--- src/rtl/quiz_round_ctrl.sv ---
// quiz_round_ctrl
//   Round/score controller for the number-conversion quiz. Each round asks
//   the RNG for a target, runs a countdown on the LED bar that gets faster as
//   the level rises, and judges debounced submits against the latched target.
//   It also tracks score and lives, and handles game-over and restart.
//
// Ports
//   clk, reset     system clock, synchronous active-high reset
//   submit         debounced single-cycle submit pulse
//   guess          player answer (switches)
//   target         RNG value, qualified by target_valid
//   new_req        one-cycle pulse asking the RNG for a new target
//   leds           thermometer of remaining round time
//   level, score   current level / correct answers this game
//   lives_left     remaining lives
//   game_over      high while the game is over
//   hit, miss      one-cycle pulses for correct / wrong-or-timeout
module quiz_round_ctrl #(
  parameter  int WIDTH         = 10,
  parameter  int NUM_LEVELS    = 8,
  parameter  int LED_COUNT     = 16,
  parameter  int TICKS_PER_LED = 50_000_000,
  parameter  int LIVES         = 3,
  localparam int LVL_W         = (NUM_LEVELS > 1) ? $clog2(NUM_LEVELS) : 1,
  localparam int LIV_W         = $clog2(LIVES + 1),
  localparam int CNT_W         = (TICKS_PER_LED > 1) ? $clog2(TICKS_PER_LED) : 1
) (
  input  logic                 clk,
  input  logic                 reset,
  input  logic                 submit,
  input  logic [WIDTH-1:0]     guess,
  input  logic [WIDTH-1:0]     target,
  input  logic                 target_valid,
  output logic                 new_req,
  output logic [LED_COUNT-1:0] leds,
  output logic [LVL_W-1:0]     level,
  output logic [15:0]          score,
  output logic [LIV_W-1:0]     lives_left,
  output logic                 game_over,
  output logic                 hit,
  output logic                 miss
);

  typedef enum logic [1:0] {S_LOAD, S_PLAY, S_OVER} state_t;

  state_t                 state, state_d;
  logic                   req_pend, req_pend_d;  // new_req still owed for this S_LOAD visit
  logic [CNT_W-1:0]       cnt, cnt_d;
  logic [WIDTH-1:0]       tgt, tgt_d;
  logic [LED_COUNT-1:0]   leds_d;
  logic [LVL_W-1:0]       level_d;
  logic [15:0]            score_d;
  logic [LIV_W-1:0]       lives_d;
  logic                   go_d, hit_d, miss_d, new_req_d;

  // Segment period halves per level, never below one cycle.
  logic [31:0] shifted, period;
  logic        tick_end, timeout, correct;

  always_comb begin
    shifted  = 32'(TICKS_PER_LED) >> level;
    period   = (shifted == 32'd0) ? 32'd1 : shifted;
    tick_end = ({{(32-CNT_W){1'b0}}, cnt} == period - 32'd1);
    timeout  = tick_end && (leds == LED_COUNT'(1));
    correct  = submit && (guess == tgt);
  end

  always_comb begin
    state_d    = state;
    req_pend_d = req_pend;
    cnt_d      = cnt;
    tgt_d      = tgt;
    leds_d     = leds;
    level_d    = level;
    score_d    = score;
    lives_d    = lives_left;
    go_d       = game_over;
    hit_d      = 1'b0;
    miss_d     = 1'b0;
    new_req_d  = 1'b0;
    case (state)
      S_LOAD: begin
        if (req_pend) begin
          new_req_d  = 1'b1;
          req_pend_d = 1'b0;
        end else if (!new_req && target_valid) begin
          // Values arriving during the request cycle itself are stale.
          tgt_d   = target;
          leds_d  = '1;
          cnt_d   = '0;
          state_d = S_PLAY;
        end
      end
      S_PLAY: begin
        if (tick_end) begin
          cnt_d  = '0;
          leds_d = leds >> 1;
        end else begin
          cnt_d = cnt + CNT_W'(1);
        end
        if (correct) begin
          // A correct answer beats a coincident timeout.
          hit_d      = 1'b1;
          score_d    = (score == 16'hFFFF) ? score : score + 16'd1;
          level_d    = (level == LVL_W'(NUM_LEVELS - 1)) ? level : level + LVL_W'(1);
          leds_d     = '0;
          state_d    = S_LOAD;
          req_pend_d = 1'b1;
        end else if (submit || timeout) begin
          // Wrong submit and timeout together still cost a single life.
          miss_d  = 1'b1;
          lives_d = lives_left - LIV_W'(1);
          if (lives_left == LIV_W'(1)) begin
            state_d = S_OVER;
            go_d    = 1'b1;
            leds_d  = '0;
          end else if (timeout) begin
            state_d    = S_LOAD;
            req_pend_d = 1'b1;
            leds_d     = '0;
          end
        end
      end
      S_OVER: begin
        leds_d = '0;
        go_d   = 1'b1;
        if (submit) begin
          score_d    = '0;
          level_d    = '0;
          lives_d    = LIV_W'(LIVES);
          go_d       = 1'b0;
          state_d    = S_LOAD;
          req_pend_d = 1'b1;
        end
      end
      default: begin
        state_d    = S_LOAD;
        req_pend_d = 1'b1;
      end
    endcase
  end

  always_ff @(posedge clk) begin
    if (reset) begin
      state      <= S_LOAD;
      req_pend   <= 1'b1;
      cnt        <= '0;
      tgt        <= '0;
      leds       <= '0;
      level      <= '0;
      score      <= '0;
      lives_left <= LIV_W'(LIVES);
      game_over  <= 1'b0;
      hit        <= 1'b0;
      miss       <= 1'b0;
      new_req    <= 1'b0;
    end else begin
      state      <= state_d;
      req_pend   <= req_pend_d;
      cnt        <= cnt_d;
      tgt        <= tgt_d;
      leds       <= leds_d;
      level      <= level_d;
      score      <= score_d;
      lives_left <= lives_d;
      game_over  <= go_d;
      hit        <= hit_d;
      miss       <= miss_d;
      new_req    <= new_req_d;
    end
  end

endmodule

--- config.mk ---
export PLATFORM = sky130hd
export DESIGN_NAME = quiz_round_ctrl
export DESIGN_NICKNAME = d
export VERILOG_FILES = /design/src/rtl/quiz_round_ctrl.sv
export SDC_FILE = /design/constraint.sdc
export NUM_CORES = 1
export LEC_CHECK = 0
export ABC_CLOCK_PERIOD_IN_PS = 11050
export BUFFER_PORTS_ARGS = -buffer_cell sky130_fd_sc_hd__buf_2
export CORE_UTILIZATION = 40
export CTS_CLUSTER_SIZE = 10
export DETAILED_ROUTE_END_ITERATION = 10
export PLACE_DENSITY = 0.57
export SLEW_MARGIN = 20
export SYNTH_ARGS = -nofsm -noshare
export SYNTH_HDL_FRONTEND = slang
export SYNTH_SLANG_ARGS = --single-unit
--- constraint.sdc ---
create_clock -name clk -period 11.05 [get_ports clk]
set_clock_uncertainty 0.15 [all_clocks]
set_input_delay 1.105 -clock clk [delete_from_list [all_inputs] [get_ports clk]]
set_output_delay 1.105 -clock clk [all_outputs]
set_load 0.01 [all_outputs]
==> results of run 1 <==
where the power goes:
group / internal (mW) / switching (mW) / leakage [nW]
clock: 0.205 / 0.125 / 0.159
combinational: 0.0204 / 0.0300 / 1.22
sequential: 0.296 / 0.00802 / 0.649
total: 0.522 / 0.163 / 2.03
worst max-delay path, cell delays in order, from the launching register on:
cell                       delay (ps)
sky130_fd_sc_hd__dfxtp_1          560
sky130_fd_sc_hd__ha_1             470
sky130_fd_sc_hd__ha_1             560
sky130_fd_sc_hd__inv_1             90
sky130_fd_sc_hd__ha_1             330
sky130_fd_sc_hd__o21ai_1          160
sky130_fd_sc_hd__xnor2_1          100
sky130_fd_sc_hd__or4_4            530
sky130_fd_sc_hd__nor4_4           510
sky130_fd_sc_hd__nand3b_1         530
sky130_fd_sc_hd__buf_8            350
sky130_fd_sc_hd__nor2_1           120
sky130_fd_sc_hd__a211oi_2          60
layout make-up:
cell class / count / area share, %
flip-flops and latches: 80 / 29.2
clock buffers: 10 / 4.36
inverters: 20 / 1.37
multi-input cells: 473 / 53.7
well taps: 143 / 3.27
repair buffers: 67 / 6.40
clock inverters: 6 / 1.64
Yosys cell counts (all sizes together), types with 12 or more instances:
| master | number |
|---|---|
| a211oi | 19 |
| clkbuf | 28 |
| a21oi | 28 |
| nor2 | 89 |
| dfxtp | 80 |
| nand2 | 75 |
| buf | 12 |
| nand3 | 37 |
| xnor2 | 36 |
| xor2 | 17 |
| o21ai | 27 |
| ha | 12 |
| inv | 20 |
| nor3 | 13 |
flip-flops by register name (all words and copies together), names as in the netlist, 2 cells and up:
| name | cells |
|---|---|
| cnt | 26 |
| leds | 16 |
| level | 3 |
| lives_left | 2 |
| score | 16 |
| state | 2 |
| tgt | 10 |
routing by layer:
layer | wire (microns) | vias to the layer above | GRT usage, %
li1 | - | 2222 | -
met1 | 5980 | 2068 | 27.8
met2 | 5390 | 100 | 31.4
met3 | 553 | 19 | 5.80
met4 | 220 | 0 | 5.50
met5 | 0 | - | 0
worst paths after layout:
| kind | startpoint | endpoint | slack (ps) | cells past startpoint |
|---|---|---|---|---|
| max | level[1] | leds[5] | 6410 | 12 |
| min | tgt[1] | tgt[1] | 320 | 2 |
| max reg2reg | level[1] | leds[5] | 6410 | 12 |
| min reg2reg | tgt[1] | tgt[1] | 320 | 2 |
logic make-up after synthesis:
family / count (synthesis) / share of synthesized area, %
simple gates: 285 / 29.3
compound gates: 116 / 17.3
flops: 80 / 33.5
buf+inv: 60 / 5.00
xor+xnor: 55 / 10.7
fa+ha+maj: 12 / 3.14
mux: 5 / 1.05
==> results.yml, run 1 <==
setup_path:
  end_kind: "flip-flop"
  required_ps: 11130
  critPathMaxFanout: 18
  timing.critical_path.arrival_ps: 4720
  crit_path_start_kind: "flip-flop"
  critical_path_class: "reg -> reg"
cells_and_area:
  antenna_cells_inserted: 0
  postLayoutCoreUtil_pct: 47.6
  final_cell_mix: "sky130_fd_sc_hd__nor2_1 (88), sky130_fd_sc_hd__dfxtp_1 (80), sky130_fd_sc_hd__nand2_1 (75)"
  drive_gt1_share_pct: 16.5
  finish.cell_count_without_fillers: 799
  final_area_sq_mm: 0.00548
  areaGrowthSynthToFinish_pct: 14.6
  design.final.nets: 687
  most_common_cell_after_layout_fill_and_taps_aside: "sky130_fd_sc_hd__nor2_1"
  footprint_of_the_multi_input_gates_sq_mm: 0.00294
  filler_cell_count_in_the_final_layout: 1167
  ff_latch_area_sq_mm: 0.00160
sta:
  post-route-period-util_pct: 42.0
  max_slew_margin_pct: 31.8
  max_slew_vio_count: 0
  maximum_frequency_from_static_timing_analysis_mhz: 216
  finalWorstSetupSlack_ps: 6410
  unrepaired_setup_endpoints_after_global_routing: "false"
  setup_tns_ps: 0
  final.hold.worst_slack_ps: 323
  final_hold_viol_count: 0
  final_period_minus_worst_setup_slack_ps: 4640
  setup_viol: 0
  tightestPinTransition_ps: 1020
synth:
  yosysUniqueCellTypes: 69
  synth.avg_cell_area_sq_um: 7.80
  synth_largest_type_area_fraction_pct: 33.5
  yosysTopAreaCell: "sky130_fd_sc_hd__dfxtp_1"
  synth_warnings: 0
  sequential_fraction_of_the_synthesis_area_pct: 33.5
  leading_post_synthesis_cells_by_cell_area: "sky130_fd_sc_hd__dfxtp_1 (34%), sky130_fd_sc_hd__nor2_1 (7.0%), sky130_fd_sc_hd__xnor2_1 (6.6%)"
  number_of_synthesized_flops_with_an_enable_pin: 0
  dominantRegCellSynth: "sky130_fd_sc_hd__dfxtp_1"
  post_synth_inst_count: 613
  synthesis.area_sq_mm: 0.00478
  asyncSetResetFlopFracSynth_pct: 0
  synth_nets: 649
  synth_seq_cells: 80
clock_tree:
  holdBufCountCts: 0
  clkLatencyLatePin_ps: 350
  cts_post_setup_buffers_inserted: 0
  cts_tree: "done"
  clock_sinks: 80
  htreeDepth: 3
  max-clock-path-buffers: 2
  cts_buffers: 9
  cts.clk_slew.worst_paths_ps: 60
  root_buffer: "sky130_fd_sc_hd__clkbuf_16"
  post_cts_resize_count: 0
status:
  status: "complete, but fails checks"
  failed_checks: "design-rule violations"
detailed_routing:
  vias_per_cell: 5.52
  route.detailed.drc: 8
  drt.antenna.violating_nets: 0
  routed_wire_length_per_instance_microns: 15.2
  drt_first_iter_violations: 213
  vias: 4409
  detail_route.wirelength_microns: 12100
  detailedRoute.firstPassIterationCount: 8
worst_hold_path:
  timing.hold.worst.class: "reg -> reg"
place:
  place_hpwl_microns: 8590
  post-place-cells: 783
  globalplace.congestion: 0.924
  preCtsSetupSlack_ps: 6490
  placed_area_sq_mm: 0.00515
  place.port_buffers: 64
floorplanning:
  fp.dieArea_sq_mm: 0.0124
  fp-row-count: 39
  number_of_i_o_pins: 65
  initial_core_util_pct: 41.5
  chipHeight_microns: 111
  placeableCoreArea_sq_mm: 0.0115
  dieWidth_microns: 111
grt:
  overflow: 0
  grt.total_usage_pct: 20.4
  grt_first_pass_wirelength_microns: 20300
  first_global_vias: 3990
  number_of_antenna_violations_at_the_first_check_in_global_routing: 0
  grt_max_degree: 36
power_and_ir_drop:
  max-vdd-ir-drop_mv: 0.0914
  powerDensity_mw_per_mm2: 125
  finalPower_mw: 0.685
  p_leak_nw: 2.03
run:
  maxCapViolCount: 0
(Power assumes the default switching activity.)
==> run 2: changes to the inputs <==
- ABC_AREA: not set -> 1
- ABC_CLOCK_PERIOD_IN_PS: 11050 -> 4800
- clock period: 11.05 -> 4.8 ns (I/O delays scaled with it)
==> run 2 against run 1 <==
Net effect: the run now ends clean; sequential share of layout area down 2.1 points; wire length is 12% higher; largest cell class unchanged; register-to-register slack worse by 5200 ps; worst hold slack worse by 91 ps; die area rose by 7.3%; critical endpoint is now leds[6]; area after synthesis is 7.5% higher; critical path depth increased by 3; largest power group is now registers.
==> results.yml, run 2 <==
status:
  status: "completed"
clock_tree:
  holdBufCountCts: 0
  cts_tree: "done"
  clkLatencyLatePin_ps: 350
  cts_buffers: 9
  max-clock-path-buffers: 2
  cts.clk_slew.worst_paths_ps: 60
  post_cts_resize_count: 0
  clock_sinks: 80
  cts_post_setup_buffers_inserted: 0
  htreeDepth: 3
  root_buffer: "sky130_fd_sc_hd__clkbuf_16"
synth:
  leading_post_synthesis_cells_by_cell_area: "sky130_fd_sc_hd__dfxtp_1 (31%), sky130_fd_sc_hd__nand2_1 (14%), sky130_fd_sc_hd__inv_1 (7.4%)"
  synth_warnings: 0
  yosysUniqueCellTypes: 38
  asyncSetResetFlopFracSynth_pct: 0
  synth_seq_cells: 80
  synthesis.area_sq_mm: 0.00514
  post_synth_most_frequent_cells: "sky130_fd_sc_hd__nand2_1 (196), sky130_fd_sc_hd__inv_1 (101), sky130_fd_sc_hd__dfxtp_1 (80), sky130_fd_sc_hd__nor2_1 (66), sky130_fd_sc_hd__a21oi_1 (63)"
  yosys.cell_count.top_type: "sky130_fd_sc_hd__nand2_1"
  synth_nets: 834
  synth_largest_type_area_fraction_pct: 31.2
  sequential_fraction_of_the_synthesis_area_pct: 31.2
  dominantRegCellSynth: "sky130_fd_sc_hd__dfxtp_1"
  number_of_synthesized_flops_with_an_enable_pin: 0
  post_synth_inst_count: 798
  yosysTopAreaCell: "sky130_fd_sc_hd__dfxtp_1"
  synth.avg_cell_area_sq_um: 6.44
cells_and_area:
  drive_gt1_share_pct: 13.6
  most_common_cell_after_layout_fill_and_taps_aside: "sky130_fd_sc_hd__nand2_1"
  antenna_cells_inserted: 0
  ff_latch_area_sq_mm: 0.00160
  areaGrowthSynthToFinish_pct: 14.9
  filler_cell_count_in_the_final_layout: 1291
  top_regs: "cnt: 26 flops, leds: 16 flops, score: 16 flops"
  design.final.nets: 888
  final_cell_mix: "sky130_fd_sc_hd__nand2_1 (196), sky130_fd_sc_hd__inv_1 (101), sky130_fd_sc_hd__dfxtp_1 (80)"
  number_of_flip_flops_in_the_largest_register: 26
  footprint_of_the_multi_input_gates_sq_mm: 0.00299
  registers.top_by_ff_count: "cnt"
power_and_ir_drop:
  max-vdd-ir-drop_mv: 0.182
  powerDensity_mw_per_mm2: 400
  p_leak_nw: 2.69
floorplanning:
  fp.dieArea_sq_mm: 0.0133
  initial_core_util_pct: 40.9
  dieWidth_microns: 115
  fp-row-count: 41
  number_of_i_o_pins: 65
  chipHeight_microns: 115
  placeableCoreArea_sq_mm: 0.0126
grt:
  first_global_vias: 4886
  grt_max_degree: 41
  overflow: 0
  grt.total_usage_pct: 22.0
  number_of_antenna_violations_at_the_first_check_in_global_routing: 0
  grt_first_pass_wirelength_microns: 23300
sta:
  max_slew_vio_count: 0
  maximum_frequency_from_static_timing_analysis_mhz: 277
  unrepaired_setup_endpoints_after_global_routing: "false"
  tightestPinTransition_ps: 823
  post-route-period-util_pct: 75.2
  finalWorstSetupSlack_ps: 1190
  setup_tns_ps: 0
  max_slew_margin_pct: 45.1
  final_period_minus_worst_setup_slack_ps: 3610
  final_hold_viol_count: 0
  setup_viol: 0
place:
  preCtsSetupSlack_ps: 1210
  place_hpwl_microns: 9950
  globalplace.congestion: 0.941
  place.port_buffers: 64
setup_path:
  worst_r2r_startpoint: "level[0]"
  timing.critical_path.arrival_ps: 3680
  required_ps: 4870
  critPathMaxFanout: 36
  timing.reg2reg.worst_path_depth: 15
  critical_path_class: "reg -> reg"
  ff2ff_setup_slack_ps: 1190
  crit_path_start_kind: "flip-flop"
  reg2reg_to: "leds[6]"
  end_kind: "flip-flop"
run:
  maxCapViolCount: 0
detailed_routing:
  drt.antenna.violating_nets: 0
  route.detailed.drc: 0
  detailedRoute.firstPassIterationCount: 6
  vias: 5289
  detail_route.wirelength_microns: 13600
  routed_wire_length_per_instance_microns: 13.3
  vias_per_cell: 5.14
  drt_first_iter_violations: 385
worst_hold_path:
  timing.hold.worst.class: "in -> reg"
  hold_path_startpoint: "target[9]"
  whs_endpoint: "tgt[9]"
  min_path_cells: 3
## run 2: cell types whose count changed after synthesis, sizes merged, moves of 7 or more
cell	delta
inv	+86
nand3	+13
o21ai	+38
clkbuf	-11
xnor2	-25
o311ai	-8
a211oi	-15
or3	-8
a21oi	+36
nor2	-16
nand2	+128
nor3	+7
nand4	+17
## run 2: per-stage QoR
stage	hold slack (ps)	std cells	cell area, sq um	power [mW]	util, %
2_1_floorplan	282	798	5140	1.36	-
3_3_place_gp	287	1013	5570	1.57	44.3
3_5_place_dp	292	1013	5570	1.57	44.3
4_1_cts	229	1028	5900	2.37	46.9
5_1_grt	258	1028	5900	2.52	46.9
6_report	232	1028	5900	2.36	46.9
## run 2: how the worst max path moves through the flow
stage	slack (ps)	endpoint	cells past startpoint	from
final	1190	leds[6]	15	level[0]
after detailed placement	1210	leds[6]	15	level[0]
after global placement	1320	cnt[16]	12	level[1]
after global routing	850	leds[5]	13	level[0]
after floorplan	1960	leds[10]	14	level[0]
after CTS	1180	leds[6]	15	level[0]
## run 2: cell families after synthesis
logic type	synth area share [%]
XOR/XNOR	5.80
flip-flops	31.2
AO/OA/AOI/OAI	14.7
buffers and inverters	10.7
AND/OR/NAND/NOR	34.8
adder cells (fa/ha/maj)	2.92
## run 2: critical path, stage by stage, from the launching register on
cell                      delay, ps
sky130_fd_sc_hd__dfxtp_1        360
sky130_fd_sc_hd__ha_1           290
sky130_fd_sc_hd__ha_1           300
sky130_fd_sc_hd__inv_1          170
sky130_fd_sc_hd__ha_1           240
sky130_fd_sc_hd__nand3_1        200
sky130_fd_sc_hd__nor2_1         180
sky130_fd_sc_hd__nand2_1         70
sky130_fd_sc_hd__nand3_1         90
sky130_fd_sc_hd__nand3_1         90
sky130_fd_sc_hd__nor3_2         180
sky130_fd_sc_hd__nand3_2        530
sky130_fd_sc_hd__o21ai_0        420
sky130_fd_sc_hd__inv_1           70
sky130_fd_sc_hd__nand2_1         70
sky130_fd_sc_hd__a21oi_1         70
## run 2: area by class of cell
cell class	count	area share, %
tap	172	3.65
inverter	106	6.74
sequential	80	27.1
clock inverter	6	1.84
timing repair buffer	70	6.19
multi-input combinational	585	50.6
clock buffer	9	3.82
## run 2: power by group
part	leakage (nW)	total, mW	switching [mW]	internal, mW
Combinational	1.87	0.742	0.486	0.256
Clock	0.165	0.790	0.286	0.504
Sequential	0.651	0.826	0.0798	0.746
Total	2.69	2.36	0.852	1.51
## run 2: metal layers
metal | track usage [%] | part of all wire, %
met5 | 0 | 0
met4 | 8.92 | 2.3
met3 | 4.27 | 6.2
met2 | 34.4 | 44
met1 | 29.7 | 47
